$ cat src/rtl/nes_joypad_port_pkg.sv
// Shared constants for the NES joypad port: button bit positions, shift-count width and saturation.
// Also holds the opposite-direction filter used by each port.
package nes_joypad_port_pkg;

    localparam int BTN_A      = 0;
    localparam int BTN_B      = 1;
    localparam int BTN_SELECT = 2;
    localparam int BTN_START  = 3;
    localparam int BTN_UP     = 4;
    localparam int BTN_DOWN   = 5;
    localparam int BTN_LEFT   = 6;
    localparam int BTN_RIGHT  = 7;

    localparam int               CNT_W   = 4;
    localparam logic [CNT_W-1:0] CNT_SAT = 4'd8;

    // A real d-pad cannot press both opposites; some games crash if they see it.
    function automatic logic [7:0] filter_opposite(input logic [7:0] btn);
        logic [7:0] f;
        f = btn;
        if (btn[BTN_LEFT] && btn[BTN_RIGHT]) begin
            f[BTN_LEFT]  = 1'b0;
            f[BTN_RIGHT] = 1'b0;
        end
        if (btn[BTN_UP] && btn[BTN_DOWN]) begin
            f[BTN_UP]   = 1'b0;
            f[BTN_DOWN] = 1'b0;
        end
        return f;
    endfunction

endpackage

$ cat src/rtl/nes_joypad_shreg.sv
// One controller port: 4021-style parallel-load shift register with read-end shifting,
// saturating shift count and registered serial/done outputs.
module nes_joypad_shreg
    import nes_joypad_port_pkg::*;
#(
    parameter bit c_block_opposite = 1'b1
) (
    input  logic       i_clk,
    input  logic       i_rstn,
    input  logic [7:0] i_btn,
    input  logic       i_strobe,
    input  logic       i_rd,
    output logic       o_data,
    output logic       o_done
);

    logic [7:0]       shreg_q, shreg_d;
    logic [CNT_W-1:0] cnt_q, cnt_d;
    logic             rd_q, rd_d;
    logic             data_q, data_d;
    logic             done_q, done_d;
    logic [7:0]       btn_filt;
    logic             read_end;

    always_comb begin
        btn_filt = c_block_opposite ? filter_opposite(i_btn) : i_btn;
        read_end = rd_q && !i_rd;
        rd_d     = i_rd;
        shreg_d  = shreg_q;
        cnt_d    = cnt_q;
        if (i_strobe) begin
            shreg_d = btn_filt;
            cnt_d   = '0;
        end else if (read_end) begin
            // Ones fill from the top so an over-read port reports "pressed", like the real pad.
            shreg_d = {1'b1, shreg_q[7:1]};
            cnt_d   = (cnt_q == CNT_SAT) ? CNT_SAT : cnt_q + CNT_W'(1);
        end
        data_d = shreg_q[0];
        done_d = (cnt_q == CNT_SAT);
    end

    always_ff @(posedge i_clk or negedge i_rstn) begin
        if (!i_rstn) begin
            shreg_q <= '0;
            cnt_q   <= '0;
            rd_q    <= 1'b0;
            data_q  <= 1'b0;
            done_q  <= 1'b0;
        end else begin
            shreg_q <= shreg_d;
            cnt_q   <= cnt_d;
            rd_q    <= rd_d;
            data_q  <= data_d;
            done_q  <= done_d;
        end
    end

    assign o_data = data_q;
    assign o_done = done_q;

endmodule

$ cat src/rtl/nes_joypad_port.sv
// Two-port NES controller interface fed from decoded USB button state.
// The strobe is shared; each port has its own read enable and shift register.
module nes_joypad_port
    import nes_joypad_port_pkg::*;
#(
    parameter bit c_block_opposite = 1'b1
) (
    input  logic       i_clk,
    input  logic       i_rstn,
    input  logic [7:0] i_btn0,
    input  logic [7:0] i_btn1,
    input  logic       i_strobe,
    input  logic [1:0] i_rd,
    output logic [1:0] o_data,
    output logic [1:0] o_done
);

    nes_joypad_shreg #(.c_block_opposite(c_block_opposite)) u_port0 (
        .i_clk    (i_clk),
        .i_rstn   (i_rstn),
        .i_btn    (i_btn0),
        .i_strobe (i_strobe),
        .i_rd     (i_rd[0]),
        .o_data   (o_data[0]),
        .o_done   (o_done[0])
    );

    nes_joypad_shreg #(.c_block_opposite(c_block_opposite)) u_port1 (
        .i_clk    (i_clk),
        .i_rstn   (i_rstn),
        .i_btn    (i_btn1),
        .i_strobe (i_strobe),
        .i_rd     (i_rd[1]),
        .o_data   (o_data[1]),
        .o_done   (o_done[1])
    );

endmodule

$ cat config.mk
export PLATFORM = sky130hd
export DESIGN_NAME = nes_joypad_port
export DESIGN_NICKNAME = d
export VERILOG_FILES = /design/src/rtl/nes_joypad_port_pkg.sv /design/src/rtl/nes_joypad_shreg.sv /design/src/rtl/nes_joypad_port.sv
export SDC_FILE = /design/constraint.sdc
export NUM_CORES = 1
export LEC_CHECK = 0
export ABC_CLOCK_PERIOD_IN_PS = 1550
export CAP_MARGIN = 20
export CORE_ASPECT_RATIO = 1.25
export CORE_MARGIN = 2
export CORE_UTILIZATION = 50
export CTS_CLUSTER_DIAMETER = 120
export DETAILED_ROUTE_END_ITERATION = 16
export PLACE_DENSITY = 0.77
export SETUP_SLACK_MARGIN = 0.15
export SYNTH_ARGS = -nofsm -noshare
export SYNTH_HDL_FRONTEND = slang
export SYNTH_HIERARCHICAL = 1
export SYNTH_SLANG_ARGS = --single-unit
$ cat constraint.sdc
create_clock -name i_clk -period 1.55 [get_ports i_clk]
set_input_delay 0.155 -clock i_clk [delete_from_list [all_inputs] [get_ports i_clk]]
set_output_delay 0.155 -clock i_clk [all_outputs]
set_load 0.1 [all_outputs]
==> results of run 1 <==
[final cells by class]
class | instances | area [µm²]
tap | 34 | 42.54
clock buffer | 6 | 51.30
timing repair buffer | 37 | 377.9
inverter | 6 | 22.52
clock inverter | 2 | 60.06
fill | 200 | 757.0
multi-input combinational | 86 | 565.5
sequential | 30 | 750.7
[cell usage after synthesis]
library cell and number:
ha_1 4, a21oi_2 2, and3b_1 2, nand3_1 4, and2b_1 2, inv_1 6, o21ai_0 16, o22ai_1 4
a21oi_1 8, mux2i_1 14, nor2_1 2, nand2_1 18, nand2b_1 2, clkbuf_1 4, nand3b_1 4, buf_6 2
or3_1 4, dfrtp_1 30
[sequential cells by signal, summed over array words and instances, names as in the netlist]
name,cells
u_port1/cnt_q,4
u_port0/o_data,1
u_port1/rd_q,1
u_port0/cnt_q,4
u_port1/o_done,1
u_port1/shreg_q,8
u_port0/shreg_q,8
u_port0/rd_q,1
u_port0/o_done,1
u_port1/o_data,1
[cell families (layout without fill, tap and decap cells)]
family          count (synthesis)  count (layout)  synth area share [%]
compound gates                 30              30                 11.97
fa+ha+maj                       4               4                 3.683
buf+inv                        12              51                 4.419
flops                          30              30                 55.25
mux                            14              14                 10.31
simple gates                   38              38                 14.36
[power by group through the flow]
stage,Sequential [µW],Combinational [µW],Clock [µW]
5_1_grt,877,310,879
6_report,870,283,814
3_3_place_gp,883,256,0
4_1_cts,870,274,836
3_5_place_dp,888,265,0
2_1_floorplan,914,106,0
[worst paths after layout]
check / start / to / slack (ps) / depth (start not counted)
setup / recovery: u_port0/cnt_q[1] / u_port0/cnt_q[0] / 150 / 5
hold / removal: i_rstn / u_port1/cnt_q[0] / 200 / 2
setup reg to reg: u_port0/cnt_q[1] / u_port0/cnt_q[0] / 150 / 5
hold reg to reg: u_port1/shreg_q[0] / u_port1/o_data / 390 / 0
max in group asynchronous: i_rstn / u_port0/shreg_q[5] / 1070 / 2
min in group i_clk: i_rd[0] / u_port0/rd_q / 290 / 1
[repair_timing]
item                                    CTS  global route
pin swaps                                 0             1
buffers inserted                          2             4
gates resized for setup                   0             5
endpoints found under the setup margin    2             2
[metal layers]
layer / GRT usage [%] / wire (µm) / up-vias
met5: 0 / 0 / -
met4: 8.108 / 72 / 0
met3: 7.933 / 157 / 11
met2: 29.28 / 1318 / 34
met1: 24.27 / 1131 / 484
li1: - / - / 519
[worst max-delay path: stages, from the launching register on]
cell and delay (ps):
dfrtp_1 420, inv_2 60, ha_4 150, and3b_1 180, or3_4 370, a21oi_2 150
[per-stage QoR]
stage                     instances  total power [µW]  area, µm²  util [%]  setup WS [ps]
after global routing            201              2066       1871     71.19          108.9
after detailed placement        187              1153       1697     64.57          97.06
after CTS                       197              1980       1823     69.38          146.7
final                           201              1968       1871     71.19          154.3
after global placement          187              1139       1697     64.57          144.3
after floorplan                 128              1019       1359         -          233.8
==> impl_metrics.json, run 1 <==
{
  "area_growth_syn_to_layout_pct": 37.66,
  "synthDistinctLibCells": 18,
  "tightest_slew_ps": 371.4,
  "clock_path_buffers": 2,
  "netlist_area_um2": 1359,
  "antenna_found_initial": 0,
  "seq_power_share_pct": 44.2,
  "grt_overflow_total": 0,
  "die_height_um": 62.29,
  "arrival_ps": 1660,
  "clock_sinks": 30,
  "nets": 191,
  "drtAntennaViolNets": 0,
  "drc_errors": 0,
  "dpl.hpwl_um": 1871,
  "min_period_over_period_pct": 90.04,
  "crit_type": "flop to flop",
  "cts_hold_buffers": 0,
  "grt_first_pass_wirelength_um": 4485,
  "dr.pass1.iters": 4,
  "cap_violations": 0,
  "setup_violations": 0,
  "grt_use_total_pct": 19.33,
  "cts_tree": "yes",
  "synth_top_area_share_pct": 55.25,
  "pwr-share-comb_pct": 14.4,
  "layout_common_cells": "dfrtp_1, clkdlybuf4s50_1, nand2_1, o21ai_0, mux2i_1",
  "grt_pass1_vias": 963,
  "dr.first_iter.drc_count": 35,
  "p_leak_uw": 0.0008668,
  "cts_max_level": 2,
  "finalWirelength_um": 2679,
  "post-route-min-period_ps": 1396,
  "tns_ps": 0,
  "syn_nets": 153,
  "slew_violations": 0,
  "fp.dieW_um": 50.63,
  "synth_warnings": 6,
  "ys_ff_latch": 30,
  "cp.required_ps": 1810,
  "hold_path_class": "input pin to asynchronous set/reset pin",
  "core_area_um2": 2628,
  "p_sw_uw": 444.9,
  "vias": 1048,
  "status": "finished, final reports clean",
  "path_clk_slew_ps": 90,
  "wl_per_cell_um": 13.33,
  "cts_buffers": 5,
  "core.rowCount": 21,
  "layout_commonest_cell": "dfrtp_1",
  "whs_ps": 196.5,
  "p_per_area_nw_per_um2": 1052,
  "critPathCaptureType": "flop",
  "ios": 25,
  "ir_drop_v": 0.0008336,
  "yosysTopAreaCell": "dfrtp_1",
  "dieArea_um2": 3153,
  "yosysSeqAreaShare_pct": 55.25,
  "cts_root_buf": "clkbuf_4",
  "intPower_uw": 1523,
  "initial_core_util_pct": 51.71,
  "synth_area_per_cell_um2": 10.62,
  "syn_inst": 128,
  "drive_above_1_share_pct": 18.56,
  "pwr-share-clk_pct": 41.4,
  "avgViaCountPerCell": 5.214,
  "start_kind": "flop",
  "p_sw_share_pct": 22.61,
  "ys_top_cells_by_area": "dfrtp_1, mux2i_1, o21ai_0, nand2_1, ha_1",
  "antenna_cells": 0,
  "fmax_mhz": 716.5,
  "rsz0062_at_grt": "yes",
  "clock_latency_ps": 330,
  "io_buffers": 24,
  "gp_congestion": 0.7682,
  "skew_ps": 6.458,
  "critPathMaxFanout": 4,
  "slew_headroom_pct": 75.24,
  "grt_max_degree": 31,
  "hold_viol_final": 0
}
(Power assumes the default switching activity.)
==> inputs of run 2 (changes only) <==
GPL_TIMING_DRIVEN = 0   (was unset)
==> run 2 against run 1 <==
Critical path depth did not move. Final cell count fell by 1.5%. Non-clock buffer count fell by 2. Core utilization fell by 4.8 points. Sequential share of layout area rose by 2.9 points. Die area did not move. Flip-flop and latch count did not move.
==> impl_metrics.json, run 2 (synthesis gave the netlist of run 1 again) <==
{
  "critPathBufInv": 1,
  "dpl.hpwl_um": 1884,
  "seq_power_share_pct": 56.3,
  "pwr-share-clk_pct": 26.5,
  "p_leak_uw": 0.0007994,
  "status": "finished, final reports clean",
  "routed.top_layer": "met4",
  "tightest_slew_ps": 738.5,
  "critPathTopFamily": "simple AND/OR/NAND/NOR gates",
  "r2r-start": "u_port1/cnt_q[1]",
  "reg_top3": "u_port0/shreg_q (8), u_port1/shreg_q (8)",
  "io_buffers": 23,
  "dieArea_um2": 3153,
  "cp_cell_sequence": "inv_1 > ha_2 > and3b_1 > or3_4 > a21oi_2",
  "fin_cells": 198,
  "slew_headroom_pct": 50.61,
  "antenna_cells": 0,
  "drive_above_1_share_pct": 13.41,
  "dr.pass1.iters": 4,
  "clock_path_buffers": 2,
  "initial_core_util_pct": 51.71,
  "hold_depth": 3,
  "critPathMaxFanout": 4,
  "arrival_ps": 1640,
  "min_period_over_period_pct": 89.93,
  "cts_buffers": 5,
  "crit_type": "flop to flop",
  "p_per_area_nw_per_um2": 879.3,
  "clock_sinks": 30,
  "core_area_um2": 2628,
  "cts_max_level": 2,
  "core.rowCount": 21,
  "pwr-share-comb_pct": 17.2,
  "vias": 1069,
  "start_kind": "flop",
  "p_sw_uw": 405.6,
  "intPower_uw": 1128,
  "cts_tree": "yes",
  "grt_pass1_vias": 1110,
  "wl_per_cell_um": 13.73,
  "place_ws_ps": -37.65,
  "placedCellCount": 186,
  "final.fill_count": 210,
  "cap_violations": 0,
  "cts_root_buf": "clkbuf_4",
  "ios": 25,
  "grt_overflow_total": 0,
  "hp-start": "i_strobe",
  "grt_use_total_pct": 19.62,
  "dr.first_iter.drc_count": 13,
  "worst_slack_ps": 156.0,
  "ir_drop_v": 0.0005916,
  "setup_violations": 0,
  "critPathSlowestCell": "dfrtp_1",
  "drtAntennaViolNets": 0,
  "grt_first_pass_wirelength_um": 4629,
  "r2r_slack_ps": 160,
  "grt_max_degree": 17,
  "clock_latency_ps": 320,
  "cp.required_ps": 1800,
  "skew_ps": 9.377,
  "layout_common_cells": "dfrtp_1, clkdlybuf4s50_1, nand2_1, o21ai_0, mux2i_1",
  "drc_errors": 0,
  "avgViaCountPerCell": 5.399,
  "wl_met2_um": 1451,
  "layout_commonest_cell": "dfrtp_1",
  "nets": 189,
  "wl_met3_um": 102,
  "min_to": "u_port1/shreg_q[5]",
  "met1_length_um": 1135,
  "die_height_um": 62.29,
  "gp_congestion": 0.7667,
  "area_growth_syn_to_layout_pct": 28.36,
  "fmax_mhz": 717.4,
  "finalWirelength_um": 2719,
  "rsz0062_at_grt": "yes",
  "cts_hold_buffers": 0,
  "p_sw_share_pct": 26.45,
  "critPathCaptureType": "flop",
  "cpPeakStageDelay_ps": 410,
  "r2r_cells": 5,
  "post-route-min-period_ps": 1394,
  "hold_viol_final": 0,
  "fp.dieW_um": 50.63,
  "slew_violations": 0,
  "hold_path_class": "input pin to flop",
  "rr_endpoint": "u_port1/cnt_q[0]",
  "path_clk_slew_ps": 80,
  "antenna_found_initial": 0
}
[run 2: cell types whose count changed in the layout (fill, tap and decap cells not counted), moves of 2 or more]
cell	change
buf_6	+2
buf_12	-4
clkdlybuf4s15_2	+2
inv_1	+2
inv_2	-2
clkbuf_1	+6
clkdlybuf4s18_2	+2
buf_4	-8
bufinv_16	-2
[run 2: cell type report]
type / instances / area, µm² / area share, %
buffer: 6 / 37.54 / 2.152
clock buffer: 7 / 45.04 / 2.583
inverter: 6 / 22.52 / 1.291
multi-input combinational: 86 / 560.5 / 32.14
sequential: 30 / 750.7 / 43.04
tap: 34 / 42.54 / 2.439
timing repair buffer: 29 / 285.3 / 16.36
[run 2: worst max path at each step]
stage | slack [ps] | end | depth (start not counted) | start
4_1_cts | 160 | u_port1/cnt_q[0] | 5 | u_port1/cnt_q[1]
3_3_place_gp | -150 | u_port0/shreg_q[5] | 1 | i_rstn
6_report | 160 | u_port1/cnt_q[0] | 5 | u_port1/cnt_q[1]
2_1_floorplan | 230 | u_port0/cnt_q[0] | 5 | u_port0/cnt_q[0]
3_5_place_dp | -40 | o_data[0] | 1 | u_port0/o_data
5_1_grt | 70 | u_port1/cnt_q[0] | 5 | u_port1/cnt_q[1]
[run 2: per-stage QoR]
| stage | power [µW] | util (%) | cell area [µm²] | hold WS, ps | setup TNS (ps) |
|---|---|---|---|---|---|
| 2_1_floorplan | 1019 | - | 1359 | -140.6 | 0 |
| 3_3_place_gp | 1116 | 62.10 | 1632 | 362.2 | -4552 |
| 3_5_place_dp | 1133 | 62.67 | 1647 | 370.6 | -124.6 |
| 4_1_cts | 1546 | 65.14 | 1712 | 221.6 | 0 |
| 5_1_grt | 1627 | 66.38 | 1744 | 218.7 | 0 |
| 6_report | 1534 | 66.38 | 1744 | 234.9 | 0 |
[run 2: worst register-to-register path: cells and delay by family, from the launching register on]
family	cells	cell delay, ps
compound gates	1	130
buf+inv	1	70
fa+ha+maj	1	170
flops	1	410
simple gates	2	550
[run 2: timing repair]
action | 4_1_cts | 5_1_grt
pin swaps | 0 | 1
buffers inserted | 2 | 3
endpoints found under the setup margin | 6 | 4
resized for setup | 12 | 5
[run 2: layer usage]
layer / up-vias / global-route usage, %
met4: 0 / 8.784
met1: 533 / 23.75
li1: 510 / -
met2: 22 / 31.25
met3: 4 / 6.731
met5: - / 0
[run 2: power by group through the flow]
stage | clock network, µW | logic, µW | registers [µW]
after floorplan | 0 | 106 | 914
after global placement | 0 | 237 | 879
after detailed placement | 0 | 252 | 882
after CTS | 424 | 258 | 864
after global routing | 467 | 289 | 872
final | 407 | 263 | 864
==> variant 1, RTL diff (config.mk and constraints of run 1) <==
Add an input register stage for `i_btn0`; this delays it by one clock. The other inputs are not delayed to match.
--- a/src/rtl/nes_joypad_port.sv
+++ b/src/rtl/nes_joypad_port.sv
@@ -15,10 +15,16 @@
     output logic [1:0] o_done
 );
 
+    logic [7:0] i_btn0_q;
+
+    always_ff @(posedge i_clk) begin
+        i_btn0_q <= i_btn0;
+    end
+
     nes_joypad_shreg #(.c_block_opposite(c_block_opposite)) u_port0 (
         .i_clk    (i_clk),
         .i_rstn   (i_rstn),
-        .i_btn    (i_btn0),
+        .i_btn    (i_btn0_q),
         .i_strobe (i_strobe),
         .i_rd     (i_rd[0]),
         .o_data   (o_data[0]),
Formal check against the unedited RTL: not equivalent (Yosys sat finds a counterexample within 4 cycles, from zero or initial values and one cycle with i_rstn low).
==> variant 1 against run 1 <==
- sequential cell count up 8
- total power up 1.5%
- utilization down 3.4 points
- combinational power down 4%
- area after synthesis up 12%
- worst setup slack better by 19 ps
- final area up 5.7%
- wire length down 4.0%
- die area up 11%
- global-route usage down 1.1 points
- worst hold slack worse by 2.8 ps
- non-clock buffer count down 3
- via count up 4.0%
==> variant 1: results (changes against run 1) <==
| Metric | Value |
|---|---|
| Status | `completed` |
| DR iter-0 viols | `28 (-20%)` |
| WHS | `194 ps (-2.80 ps)` |
| VDD IR max | `0.871 mV (+4.5%)` |
| Clkbuf count | `7 (+1)` |
| Sw power | `0.465 mW (+4.5%)` |
| Non-clk invs | `6 (unchanged)` |
| WL met2 | `1310 microns (-0.76%)` |
| DP HPWL | `1850 microns (-1.3%)` |
| Clock group | `0.637 mW (-22%)` |
| DR pass1 iterations | `4 (unchanged)` |
| Slowest stage delay, CP | `400 ps (-20 ps)` |
| Crit. End Element | `register` |
| Avg Inst Size Synth | `11.2 sq um (+5.2%)` |
| Fill cells | `241 (+21%)` |
| Synth unique cells | `19 (+1)` |
| Routing usage on met2 | `27.9% (-1.3 points)` |
| Slowest cell on the critical path | `dfrtp_1` |
| Fraction of layout cells with a size suffix above 1 | `14.0% (-4.6 points)` |
| Period utilization | `88.8% (-1.2 points)` |
| Leak pwr | `0.903 nW (+4.2%)` |
| Met1 GRT Util | `21.7% (-2.5 points)` |
| Largest registers | `i_btn0_q (8), u_port0/shreg_q (8), u_port1/shreg_q (8)` |
| Wirelength, routed | `2570 microns (-4.0%)` |
| FF+latch count, synth | `38 (+27%)` |
| Final Non-Filler Cells | `208 (+3.5%)` |
| Flop2flop setup slack | `170 ps (+20 ps)` |
| Vias in the first global route | `1079 (+12%)` |
| Synth area leaders | `dfrtp_1 49%, dfxtp_1 11%, mux2i_1 9.2%, o21ai_0 5.3%, nand2_1 4.4%` |
| Layout Skew | `9.30 ps (+2.85 ps)` |
| Buffer share of cell area | `18.6% (-1.6 points)` |
| PwrDens | `1010 nW/um^2 (-3.9%)` |
| Flop pwr share | `54.4% (+10 points)` |
| Synth top cells by count | `30 x dfrtp_1, 18 x nand2_1, 16 x o21ai_0` |
| Sequential cell area fraction in the yosys report | `60.0% (+4.7 points)` |
| First-pass GRT wire length | `4510 microns (+0.45%)` |
| Non-CTS buffers | `34 (-8.1%)` |
| Wire length on met1 | `1090 microns (-3.6%)` |
| Syn Nets | `161 (+5.2%)` |
| Worst reg2reg endpoint | `u_port1/cnt_q[0]` |
| Gr usage total | `18.2% (-1.1 points)` |
| Crit path launch | `u_port1/cnt_q[1]` |
| Gpl congestion | `0.747 (-2.8%)` |
| Clk cell area share | `3.80% (-2.2 points)` |
| Wire length on met3 | `112 microns (-29%)` |
| Met3 Use GR | `4.77% (-3.2 points)` |
| Via density | `5.24 (+0.51%)` |
| Share of synthesized registers carrying an async set or reset | `78.9% (-21 points)` |
| Worst Tran Pin Value | `361 ps (-10.4 ps)` |
| Largest net degree at the start of global routing | `41 (+32%)` |
| Maxcap violations | `0 (unchanged)` |
| Area of the multi-input gates | `556 sq um (-1.8%)` |
| Nets | `196 (+2.6%)` |
| CTS clk-pin slew, worst paths | `110 ps (+20 ps)` |
## variant 1: per-stage QoR
| stage | util, % | area (sq um) |
|---|---|---|
| 4_1_cts | 67.0 | 1950 |
| 2_1_floorplan | - | 1520 |
| 3_3_place_gp | 63.9 | 1860 |
| 5_1_grt | 67.8 | 1980 |
| 6_report | 67.8 | 1980 |
| 3_5_place_dp | 63.9 | 1860 |
## variant 1: cells by family (layout without fill, tap and decap cells)
| family | after synthesis | after routing | share of synthesized area [%] |
|---|---|---|---|
| AND/OR/NAND/NOR | 38 | 38 | 12.8 |
| adder cells (fa/ha/maj) | 4 | 4 | 3.30 |
| AO/OA/AOI/OAI | 30 | 30 | 10.7 |
| buffers and inverters | 12 | 48 | 3.95 |
| multiplexers | 14 | 14 | 9.23 |
| flip-flops | 38 | 38 | 60.0 |
## variant 1: repair_timing
action,4_1_cts,5_1_grt
resized for setup,0,2
pin swaps,0,1
setup endpoints to repair,2,2
buffers inserted,2,2
==> variant 2, RTL diff (settings of run 1) <==
Without the edit above. `c_block_opposite` is set to 1'b1 in 2 places; all go to 1'b0.
--- a/src/rtl/nes_joypad_shreg.sv
+++ b/src/rtl/nes_joypad_shreg.sv
@@ -3,7 +3,7 @@
 module nes_joypad_shreg
     import nes_joypad_port_pkg::*;
 #(
-    parameter bit c_block_opposite = 1'b1
+    parameter bit c_block_opposite = 1'b0
 ) (
     input  logic       i_clk,
     input  logic       i_rstn,
--- a/src/rtl/nes_joypad_port.sv
+++ b/src/rtl/nes_joypad_port.sv
@@ -3,7 +3,7 @@
 module nes_joypad_port
     import nes_joypad_port_pkg::*;
 #(
-    parameter bit c_block_opposite = 1'b1
+    parameter bit c_block_opposite = 1'b0
 ) (
     input  logic       i_clk,
     input  logic       i_rstn,
Function: changed (Yosys sat finds a counterexample within 10 cycles, from zero or initial values and one cycle with i_rstn low).
==> variant 2 against run 1 <==
- final area fell by 5.1%
- critical path type unchanged
- critical endpoint is now u_port1/cnt_q[0]
- synthesized cell count did not move
- worst setup slack improved by 22 ps
- largest cell class unchanged
- area after synthesis fell by 2.2%
- wire length fell by 11%
- sequential cell count did not move
- clock power fell by 49%
- total power fell by 21%
==> variant 2: results (changes against run 1) <==
| Metric | Value |
|---|---|
| Flop2flop setup slack | `180 ps (+20 ps)` |
| DR vias | `1003 (-4.3%)` |
| DP HPWL | `1630 microns (-13%)` |
| Worst R2R Path Depth | `5 (unchanged)` |
| Share of synthesized registers carrying an async set or reset | `100% (unchanged)` |
| Gr usage total | `18.2% (-1.1 points)` |
| Worst-Skew Late Latency | `330 ps (about the same)` |
| CP delay by family, top | `simple AND/OR/NAND/NOR gates` |
| Synth area leaders | `dfrtp_1 56%, mux2i_1 11%, o21ai_0 7.5%, nand2_1 6.2%, ha_1 3.8%` |
| DR top layer | `met4` |
| Largest net degree at the start of global routing | `41 (+32%)` |
| Sequential cell area fraction in the yosys report | `56.5% (+1.2 points)` |
| Total negative slack | `0 ps (unchanged)` |
| Wire length on met3 | `125 microns (-20%)` |
| Largest registers | `u_port0/shreg_q (8), u_port1/shreg_q (8)` |
| DR iter-0 viols | `21 (-40%)` |
| DR WL/cell | `12.0 microns (-9.7%)` |
| Leak pwr | `0.828 nW (-4.4%)` |
| First-pass GRT wire length | `4040 microns (-10%)` |
| Fraction of layout cells with a size suffix above 1 | `15.9% (-2.7 points)` |
| WL met2 | `1220 microns (-7.5%)` |
| Gpl congestion | `0.705 (-8.3%)` |
| Slowest cell on the critical path | `dfrtp_1` |
| Worst hold path class | `in2async` |
| CP Data Arrival Time | `1630 ps (-30 ps)` |
| Synth unique cells | `16 (-2)` |
| R2r startpoint | `u_port1/cnt_q[1]` |
| I/O Buffers | `24 (unchanged)` |
| Status | `completed` |
| Syn Nets | `153 (unchanged)` |
| Switch share | `26.4% (+3.8 points)` |
| Layout Skew | `7.47 ps (+1.01 ps)` |
| Worst reg2reg endpoint | `u_port1/cnt_q[0]` |
| VDD IR max | `0.672 mV (-19%)` |
| Worst Tran Pin Value | `367 ps (-4.22 ps)` |
| Initial antenna violation count | `0 (unchanged)` |
| Synth top cells by count | `30 x dfrtp_1, 22 x nand2_1, 20 x o21ai_0` |
| Diode count | `0 (unchanged)` |
| Warnings, synthesis | `6 (unchanged)` |
| Nets | `189 (-1.0%)` |
| Fill cells | `180 (-10%)` |
| WHS | `211 ps (+14.3 ps)` |
| H-tree depth | `2 (unchanged)` |
| Wire length on met1 | `996 microns (-12%)` |
variant 2: through the flow:
stage                     worst slack [ps]  instances  cell area, sq um
final                                  176        197              1780
after global routing                   127        197              1780
after CTS                              174        193              1730
after detailed placement              63.1        184              1670
after global placement                96.8        184              1670
after floorplan                        234        128              1330
variant 2: cell families after synthesis:
logic type	count (synthesis)	synth area share, %
buffers and inverters	12	3.95
AOI/OAI and AO/OA	30	11.9
and+or+nand+nor	38	13.4
adders and majority gates	4	3.77
muxes	14	10.5
DFF	30	56.5
variant 2: what timing repair did:
action,4_1_cts,5_1_grt
buffers inserted,2,4
gates resized for setup,0,4
pin swaps,0,4
setup endpoints to repair,2,2
variant 2: power by group through the flow:
stage	registers, mW	logic (mW)	clock network [mW]
5_1_grt	0.878	0.296	0.476
6_report	0.871	0.267	0.413
4_1_cts	0.871	0.265	0.425
3_3_place_gp	0.885	0.249	0
2_1_floorplan	0.916	0.0995	0
3_5_place_dp	0.889	0.256	0
variant 2: worst max path at each step:
stage	end	cells past startpoint
global placement	u_port1/shreg_q[6]	5
detailed placement	u_port0/shreg_q[1]	5
CTS	u_port1/cnt_q[0]	5
global route	u_port1/cnt_q[0]	5
floorplan	u_port0/cnt_q[0]	5
finish	u_port1/cnt_q[0]	5
variant 2: routing by layer:
layer	up-vias	GRT usage, %
li1	504	-
met1	469	20.0
met2	26	31.4
met3	4	7.28
met4	0	8.33
met5	-	0
variant 2: final cells by class:
type | count | area [sq um] | area share, %
flip-flops and latches | 30 | 751 | 42.3
multi-input cells | 86 | 541 | 30.4
repair buffers | 35 | 375 | 21.1
clock buffers | 7 | 45.0 | 2.54
well taps | 33 | 41.3 | 2.33
inverters | 6 | 22.5 | 1.27
variant 2: worst register-to-register path, stage by stage, from the launching register on:
cell	delay, ps
dfrtp_1	410
inv_1	60
ha_2	170
and3b_1	170
or3_4	360
a21oi_2	140
